<file path="src/rtl/efuse_ctrl_if.sv">
// Fuse macro port bundle: the controller drives address and strobes, the macro returns read data.
interface efuse_ctrl_if;
    logic [6:0] fuse_addr;
    logic       fuse_rd;
    logic       fuse_pgm;
    logic       fuse_q;

    modport master (output fuse_addr, output fuse_rd, output fuse_pgm, input fuse_q);
    modport slave  (input fuse_addr, input fuse_rd, input fuse_pgm, output fuse_q);
endinterface

</file>
<file path="src/rtl/efuse_ctrl.sv">
// eFuse controller: loads all 128 fuse bits into a shadow register after reset, then serves single-bit reads/programs.
// Define EFUSE_PGM_EN to build the program path; without it fuse_pgm is tied low and program requests are dropped.
module efuse_ctrl #(
    parameter int RD_CYC  = 4,
    parameter int PGM_CYC = 200
) (
    input  logic         clk,
    input  logic         rst,
    efuse_ctrl_if.master bus,
    input  logic         cfg_en,
    input  logic         efuse_mode,
    input  logic [6:0]   efuse_bit_addr,
    input  logic         op_req,
    output logic [127:0] efuse_data,
    output logic         efuse_done,
    output logic [7:0]   efuse_status,
    output logic         op_busy
);

    localparam int CNT_MAX = (PGM_CYC > RD_CYC) ? PGM_CYC : RD_CYC;
    localparam int CNT_W   = $clog2(CNT_MAX + 1);
    localparam logic [CNT_W-1:0] RD_LAST = CNT_W'(RD_CYC - 1);
`ifdef EFUSE_PGM_EN
    localparam logic [CNT_W-1:0] PGM_LAST = CNT_W'(PGM_CYC - 1);
`endif

    typedef enum logic [2:0] {
        LD_SET, LD_RD, LD_CAP, IDLE, OP_SET, OP_RD, OP_CAP
`ifdef EFUSE_PGM_EN
        , OP_PGM
`endif
    } state_t;

    state_t           state;
    logic [CNT_W-1:0] cnt;
    logic [6:0]       addr_q;
    logic             rd_q;
    logic             pgm_q;
    logic             st_rd;
    logic             st_wr;
    logic             op_done;
    logic             spi_en;
    logic             accept;

    // Program requests are only legal when the program path exists.
`ifdef EFUSE_PGM_EN
    assign accept = (state == IDLE) && op_req && efuse_done && cfg_en;
`else
    assign accept = (state == IDLE) && op_req && efuse_done && cfg_en && !efuse_mode;
`endif

    assign bus.fuse_addr = addr_q;
    assign bus.fuse_rd   = rd_q;
`ifdef EFUSE_PGM_EN
    assign bus.fuse_pgm  = pgm_q;
`else
    assign bus.fuse_pgm  = 1'b0;
`endif
    assign efuse_status  = {4'b0, spi_en, st_wr, st_rd, op_done};

    // addr_q doubles as the auto-load bit index n; st_wr also remembers the latched mode.
    always_ff @(posedge clk) begin
        if (rst) begin
            state      <= LD_SET;
            cnt        <= '0;
            addr_q     <= '0;
            rd_q       <= 1'b0;
            pgm_q      <= 1'b0;
            efuse_data <= '0;
            efuse_done <= 1'b0;
            st_rd      <= 1'b0;
            st_wr      <= 1'b0;
            op_done    <= 1'b0;
            spi_en     <= 1'b0;
            op_busy    <= 1'b1;
        end else begin
            spi_en <= efuse_done & cfg_en;
            case (state)
                LD_SET: begin
                    rd_q  <= 1'b1;
                    cnt   <= '0;
                    state <= LD_RD;
                end
                LD_RD: begin
                    if (cnt == RD_LAST) begin
                        rd_q  <= 1'b0;
                        state <= LD_CAP;
                    end else begin
                        cnt <= cnt + CNT_W'(1);
                    end
                end
                LD_CAP: begin
                    efuse_data[addr_q] <= bus.fuse_q;
                    if (addr_q == 7'd127) begin
                        efuse_done <= 1'b1;
                        op_busy    <= 1'b0;
                        state      <= IDLE;
                    end else begin
                        addr_q <= addr_q + 7'd1;
                        state  <= LD_SET;
                    end
                end
                IDLE: begin
                    if (accept) begin
                        addr_q  <= efuse_bit_addr;
                        op_done <= 1'b0;
                        st_rd   <= ~efuse_mode;
                        st_wr   <= efuse_mode;
                        op_busy <= 1'b1;
                        state   <= OP_SET;
                    end
                end
                OP_SET: begin
                    cnt <= '0;
`ifdef EFUSE_PGM_EN
                    // An already-blown bit needs no pulse, only the verifying read.
                    if (st_wr && !efuse_data[addr_q]) begin
                        pgm_q <= 1'b1;
                        state <= OP_PGM;
                    end else begin
                        rd_q  <= 1'b1;
                        state <= OP_RD;
                    end
`else
                    rd_q  <= 1'b1;
                    state <= OP_RD;
`endif
                end
`ifdef EFUSE_PGM_EN
                OP_PGM: begin
                    if (cnt == PGM_LAST) begin
                        pgm_q <= 1'b0;
                        rd_q  <= 1'b1;
                        cnt   <= '0;
                        state <= OP_RD;
                    end else begin
                        cnt <= cnt + CNT_W'(1);
                    end
                end
`endif
                OP_RD: begin
                    if (cnt == RD_LAST) begin
                        rd_q  <= 1'b0;
                        state <= OP_CAP;
                    end else begin
                        cnt <= cnt + CNT_W'(1);
                    end
                end
                OP_CAP: begin
                    efuse_data[addr_q] <= bus.fuse_q;
                    op_done <= 1'b1;
                    st_rd   <= 1'b0;
                    st_wr   <= 1'b0;
                    op_busy <= 1'b0;
                    state   <= IDLE;
                end
                default: begin
                    state <= LD_SET;
                end
            endcase
        end
    end

endmodule

</file>
<file path="src/flat_wrapper.sv">
// flat-port wrapper written by rule: the top's interface ports become plain ports
module efuse_ctrl_flat 
#(
    parameter int RD_CYC  = 4,
    parameter int PGM_CYC = 200
)
  (clk, rst, cfg_en, efuse_mode, efuse_bit_addr, op_req, efuse_data, efuse_done, efuse_status, op_busy, bus_fuse_addr, bus_fuse_rd, bus_fuse_pgm, bus_fuse_q);
  efuse_ctrl_if bus_i ();
  input  logic clk;
  input  logic rst;
  input  logic cfg_en;
  input  logic efuse_mode;
  input  logic [6:0] efuse_bit_addr;
  input  logic op_req;
  output logic [127:0] efuse_data;
  output logic efuse_done;
  output logic [7:0] efuse_status;
  output logic op_busy;
  output wire logic [$bits(bus_i.fuse_addr)-1:0] bus_fuse_addr;
  output wire logic [$bits(bus_i.fuse_rd)-1:0] bus_fuse_rd;
  output wire logic [$bits(bus_i.fuse_pgm)-1:0] bus_fuse_pgm;
  input wire logic [$bits(bus_i.fuse_q)-1:0] bus_fuse_q;
  assign bus_fuse_addr = bus_i.fuse_addr;
  assign bus_fuse_rd = bus_i.fuse_rd;
  assign bus_fuse_pgm = bus_i.fuse_pgm;
  assign bus_i.fuse_q = bus_fuse_q;
  efuse_ctrl #(.RD_CYC(RD_CYC), .PGM_CYC(PGM_CYC)) u_core (.clk(clk), .rst(rst), .bus(bus_i), .cfg_en(cfg_en), .efuse_mode(efuse_mode), .efuse_bit_addr(efuse_bit_addr), .op_req(op_req), .efuse_data(efuse_data), .efuse_done(efuse_done), .efuse_status(efuse_status), .op_busy(op_busy));
endmodule
</file>
<file path="config.mk">
export PLATFORM = sky130hd
export DESIGN_NAME = efuse_ctrl_flat
export DESIGN_NICKNAME = d
export VERILOG_FILES = /design/src/rtl/efuse_ctrl_if.sv /design/src/rtl/efuse_ctrl.sv /design/src/flat_wrapper.sv
export SDC_FILE = /design/constraint.sdc
export NUM_CORES = 1
export LEC_CHECK = 0
export CAP_MARGIN = 20
export CORE_MARGIN = 2
export CORE_UTILIZATION = 53
export DETAILED_ROUTE_END_ITERATION = 8
export PLACE_DENSITY = 0.88
export SETUP_SLACK_MARGIN = 0.5
export SYNTH_ARGS = -nofsm -noshare
export SYNTH_HDL_FRONTEND = slang
export SYNTH_SLANG_ARGS = --single-unit
</file>
<file path="constraint.sdc">
create_clock -name clk -period 3.4 [get_ports clk]
set_input_delay 0.51 -clock clk [delete_from_list [all_inputs] [get_ports clk]]
set_output_delay 0.51 -clock clk [all_outputs]
set_load 0.02 [all_outputs]
</file>
==> Word-level counts from Yosys, hierarchy flattened <==
Index checks and enable logic that the tools add are counted.
{ "op_classes": {"n_addsub": 2, "n_lt_le_gt_ge": 2, "eq_ne": 15, "mux": 24, "bitwise": 2, "reduce_logical": 21} }
{ "op_table": {"columns": ["cell", "n"], "rows": [
  ["128-bit bitwise mux", 1],
  ["3-bit one-hot mux with 7 select lines", 1],
  ["8-bit one-hot mux with 2 select lines", 1],
  ["7-bit two-way mux", 2],
  ["7-bit one-hot mux with 2 select lines", 1],
  ["2-bit by 1-bit inequality test with 1-bit output (second input constant)", 5],
  ["3-bit equality test (second input constant)", 3],
  ["3-bit two-way mux", 3],
  ["3-bit AND reduction", 3],
  ["8-bit by 1-bit adder with 8-bit output (second input constant)", 1],
  ["8-bit by 2-bit equality test with 1-bit output (second input constant)", 1],
  ["7-bit by 8-bit < comparator with 1-bit output (second input constant)", 1],
  ["8-bit two-way mux", 1],
  ["1-bit one-hot mux with 2 select lines", 4],
  ["2-bit AND reduction", 4],
  ["7-bit by 1-bit adder with 7-bit output (second input constant)", 1],
  ["1-bit demux with 7-bit select", 1],
  ["7-bit equality test (second input constant)", 1],
  ["7-bit by 1-bit >= comparator with 1-bit output (second input constant)", 1],
  ["1-bit two-way mux", 7],
  ["3-bit by 2-bit equality test with 1-bit output (second input constant)", 2],
  ["2-bit nonzero test", 3],
  ["2-bit OR reduction", 3],
  ["1-bit logical AND", 5],
  ["other kinds (9)", 10]
]} }
{ "word_totals": {"ff_bits": 153, "input_bits": 13, "output_inout_bits": 147, "word_cells": 77} }

==> Logic depth before layout (Yosys ltp) <==
{ "logic_depth": {"depth_word": 7, "ltp_mapped": 7, "depth_no_buf": 5} }

==> Worst setup path after synthesis <==
Ideal clock, no wire load.
{ "synth_path": {"path_kind": "register to register", "from": "register u_core.addr_q[0] (netlist: u_core.bus.fuse_addr[0])", "to": "register u_core.addr_q[0] (netlist: u_core.bus.fuse_addr[0])", "arrival_time_ns": 1.611, "path_slack_ns": 1.698, "stages_incl_launch_ff": 6, "period_less_slack_ns": 1.702, "cell_sequence": "dfxtp_1 ha_1 and3b_4 a221oi_4 a21oi_1 a311oi_1"} }
{ "synth_between": {"elab_chain_len": 3, "word_cells_on_any_way": 6, "cone_classes": "add/sub (1); eq/ne (2); mux (2); reduce/logical (1)"} }
{ "synth_rtl": {"columns": ["item", "line_no", "rtl"], "rows": [
  ["start: declaration", "efuse_ctrl.sv:36", "logic [6:0] addr_q;"],
  ["start signal: assignment", "efuse_ctrl.sv:99", "addr_q <= addr_q + 7'd1;"],
  ["start signal: assignment", "efuse_ctrl.sv:105", "addr_q <= efuse_bit_addr;"],
  ["7-bit by 1-bit adder with 7-bit output / 7-bit equality test (equally long branches)", "efuse_ctrl.sv:99, efuse_ctrl.sv:94", null],
  ["7-bit two-way mux / 2-bit inequality test (equally long branches)", null, null],
  ["7-bit one-hot mux with 2 select lines / 3-bit AND reduction (equally long branches)", null, null]
]} }
Several ways; a longest one is shown, not always the timed one. The select of a mux whose other input is x is not followed.
A chain may end at the register's enable or synchronous reset.

==> Final worst setup path <==
{ "layout_path": {"from": "register u_core.addr_q[2] (netlist: u_core.bus.fuse_addr[2])", "to": "register u_core.efuse_data[23]"} }
{ "layout_between": {"elab_chain_len": 5, "word_cells_on_any_way": 6, "cone_classes": "order compare (2); mux (3); reduce/logical (1)"} }
{ "layout_rtl": {"columns": ["item", "line_no", "rtl"], "rows": [
  ["7-bit by 8-bit < comparator with 1-bit output (not written as such) / 7-bit by 1-bit >= comparator with 1-bit output (equally long branches)", "efuse_ctrl.sv:93, efuse_ctrl.sv:150", null],
  ["1-bit logical AND (not written as such)", "efuse_ctrl.sv:93, efuse_ctrl.sv:150", null],
  ["1-bit two-way mux (not written as such)", "efuse_ctrl.sv:93, efuse_ctrl.sv:150", null],
  ["1-bit demux with 7-bit select *", null, null],
  ["128-bit bitwise mux *", "efuse_ctrl.sv:93, efuse_ctrl.sv:150", null],
  ["end signal: indexed assignment", "efuse_ctrl.sv:93", "efuse_data[addr_q] <= bus.fuse_q;"],
  ["end signal: indexed assignment", "efuse_ctrl.sv:150", "efuse_data[addr_q] <= bus.fuse_q;"],
  ["end: declaration", "efuse_ctrl.sv:14", "output logic [127:0] efuse_data,"]
]} }
Mark *: on every way between the ends. The rest lies on a longest branch, timed or not.

==> run_results.csv <==
group,metric,value,unit
route,first_pass_iters,8,
pwr,power_switching,0.934,mW
cts,cts.clk_slew.worst_paths,0.06,ns
pwr,p_per_area,469,nW/um^2
global_route,grt_util_all_layers,32.2,%
global_route,grt_pass1_vias,6353,
critical_path,crit_type,"reg -> reg",
job,cap_viol_max_count,0,
finish,n_fill_cell,905,
pwr,vdd_drop_max,0.000329,V
finish,area_growth,31.4,%
synth,synth_cells,824,
cts,ctsResizeCount,0,
sta,period_needed,2.48,ns
finish,drive_gt1_share,5.43,%
finish,n_antenna_cell,0,
finish,final_nets,942,
critical_path,regToRegSetupSlack,0.92,ns
cts,cts-root-buf,"clkbuf_16",
cts,numCtsBuffers,17,
route,wl,21600,microns
floorplanning,die_h,116,microns
synth,async_flop_share,0,%
critical_path,path_cells,"nand3_1 -> nor2_1 -> nand3_1 -> a21oi_1",
floorplanning,fp.dieW,116,microns
floorplanning,dieArea,13400,sq um
pwr,p_comb_share,5.4,%
synth,syn_area,6600,sq um
global_route,gr-total-overflow,0,
placed_design,dpl.hpwl,13300,microns
cts,clockBufferDepth,2,
cts,h-tree-depth,4,
synth,yosys.area.top_type_share,46.4,%
synth,synth-main-ff-cell,"dfxtp_1",
cts,postCtsSetupBuffers,0,
critical_path,critPathSlowestCell,"nor2_1",
sta,fin_skew,0.0101,ns
sta,drv_slew,0,
min_path,hold_class,"reg -> reg",
finish,final_area,8670,sq um
route,drc,0,
sta,maxSlewHeadroom,27.6,%
synth,synth.most_common_cell,"dfxtp_1",
cts,hold_buffers,0,
synth,synth.avg_cell_area,8.01,sq um
synth,synth_edf_count,0,
sta,tightest_slew,1.08,ns
synth,ys_seq_area_share,46.4,%
critical_path,path_common_cell,"nand3_1",
synth,yosysUniqueCellTypes,55,
sta,maxClockFrequency,0.404,GHz
synth,yosys_warnings,0,
critical_path,cp.arrival,2.82,ns
pwr,seqPwrFrac,44.9,%
route,drt_iter0_markers,1072,
pwr,clock_power_share,49.7,%
sta,finalCritPeriodShare,72.9,%
global_route,grt_pass1_wl,33500,microns
placed_design,postPlaceCellArea,8040,sq um
sta,setup_violations,0,
synth,yosys.area.top_type,"dfxtp_1",
cts,clock_sinks,153,
floorplanning,coreArea,12100,sq um
critical_path,slowest_delay,0.89,ns
pwr,p_leak,2.73,nW
floorplanning,row_count,40,
floorplanning,start_util,54.7,%
critical_path,critPathLaunchType,"flop",
sta,hold_violations,0,
route,vias_per_cell,6.33,
pwr,p_int,3.14,mW
global_route,grt_max_degree,95,
synth,synth.area.top_cells,"dfxtp_1 46%, nand3_1 11%, a21oi_1 11%",
floorplanning,ios,160,
critical_path,crit_required,3.74,ns
synth,synth_commonest_cells,"153 x dfxtp_1, 144 x nand3_1, 141 x a21oi_1",
route,route.vias.total,7013,
cts,clk_latency,0.43,ns
critical_path,worstPathMaxFanout,19,
placed_design,gp_congestion,0.850,
sta,rsz0062_at_grt,"false",
global_route,antenna_found_initial,0,
route,ant_nets,0,
outcome,outcome,"finished clean",
synth,synth-seq-cells,153,
pwr,swShare,23.0,%
cts,tritoncts,"done",
placed_design,io_buffers,154,
critical_path,endpoint_kind,"flop",
sta,fin_tns_setup,0,ns
route,wl_per_cell,19.5,microns
[power by group through the flow]
| stage | clock network, mW | registers, mW | logic [mW] |
|---|---|---|---|
| finish | 2.02 | 1.83 | 0.219 |
| global route | 2.09 | 1.83 | 0.236 |
| CTS | 2.01 | 1.83 | 0.213 |
| detailed placement | 0 | 1.87 | 0.211 |
| global placement | 0 | 1.86 | 0.210 |
| floorplan | 0 | 1.86 | 0.162 |
[final cells by class]
cell class | count | area [sq um] | area share [%]
multi-input combinational | 592 | 3150 | 36.4
sequential | 153 | 3060 | 35.3
timing repair buffer | 162 | 1610 | 18.6
clock buffer | 20 | 457 | 5.27
tap | 168 | 210 | 2.42
clock inverter | 12 | 173 | 1.99
inverter | 1 | 3.75 | 0.0433
[per-stage QoR]
stage / power (mW) / cells / setup slack, ns / hold slack, ns / util (%)
after floorplan: 2.02 / 828 / 1.70 / 0.442 / -
after global routing: 4.16 / 1108 / 0.727 / 0.481 / 71.9
after global placement: 2.07 / 1076 / 0.958 / 0.447 / 66.6
after CTS: 4.05 / 1108 / 0.816 / 0.459 / 71.8
final: 4.07 / 1108 / 0.922 / 0.460 / 71.9
after detailed placement: 2.08 / 1076 / 0.838 / 0.453 / 66.6
[layout by cell type, fill, tap and decap left out, drive strengths merged, types with 2 or more instances in the layout]
cell,n
and3,5
nand3b,4
buf,10
nor3b,4
clkinv,6
o22ai,3
mux2i,2
clkbuf,20
nor2,28
o21a,2
o21ai,129
ha,2
nor3,12
conb,5
dfxtp,153
bufinv,4
a221oi,2
and2,11
nand4,3
a311oi,3
a21o,2
clkinvlp,2
a21oi,141
and3b,5
nand2,43
nand4b,2
clkdlybuf4s50,152
nand2b,11
mux2,2
or3,2
nand3,144
nor2b,7
nor4b,2
[critical path: cells and delay by family (launching register included)]
kind            cells  cell delay, ns
compound gates      1            0.22
simple gates        3            1.44
flops               1            0.72
[per-layer routing]
metal | vias to the layer above | wire length [microns] | global-route usage [%]
met3 | 81 | 2380 | 7.48
met1 | 3253 | 8100 | 42.1
met4 | 0 | 743 | 15.4
met5 | - | 0 | 0
met2 | 525 | 10400 | 50.4
li1 | 3154 | - | -
[sequential cells by signal, summed over array words and instances (netlist names)]
register,flops
u_core.st_rd,1
u_core.st_wr,1
u_core.spi_en,1
u_core.bus.fuse_addr,7
u_core.op_busy,1
u_core.cnt,8
u_core.efuse_data,128
u_core.efuse_done,1
u_core.bus.fuse_rd,1
u_core.op_done,1
u_core.state,3
[path summary, 6_finish.rpt]
check	from	to	cells past startpoint
worst max register to register	u_core.bus.fuse_addr[2]	u_core.efuse_data[23]	4
worst min register to register	u_core.efuse_data[64]	u_core.efuse_data[64]	2
worst max-delay path	u_core.bus.fuse_addr[2]	u_core.efuse_data[23]	4
worst min-delay path	u_core.efuse_data[64]	u_core.efuse_data[64]	2
[cells by family (layout without fill, tap and decap cells)]
logic type,after synthesis,count (layout),share of synthesized area (%)
AND/OR/NAND/NOR,291,291,23.2
flip-flops,153,153,46.4
multiplexers,4,4,0.645
AO/OA/AOI/OAI,290,290,23.2
adder cells (fa/ha/maj),2,2,0.379
other,1,5,0.0568
buffers and inverters,83,195,6.07
Note: power is estimated with default switching activity, not from simulation.
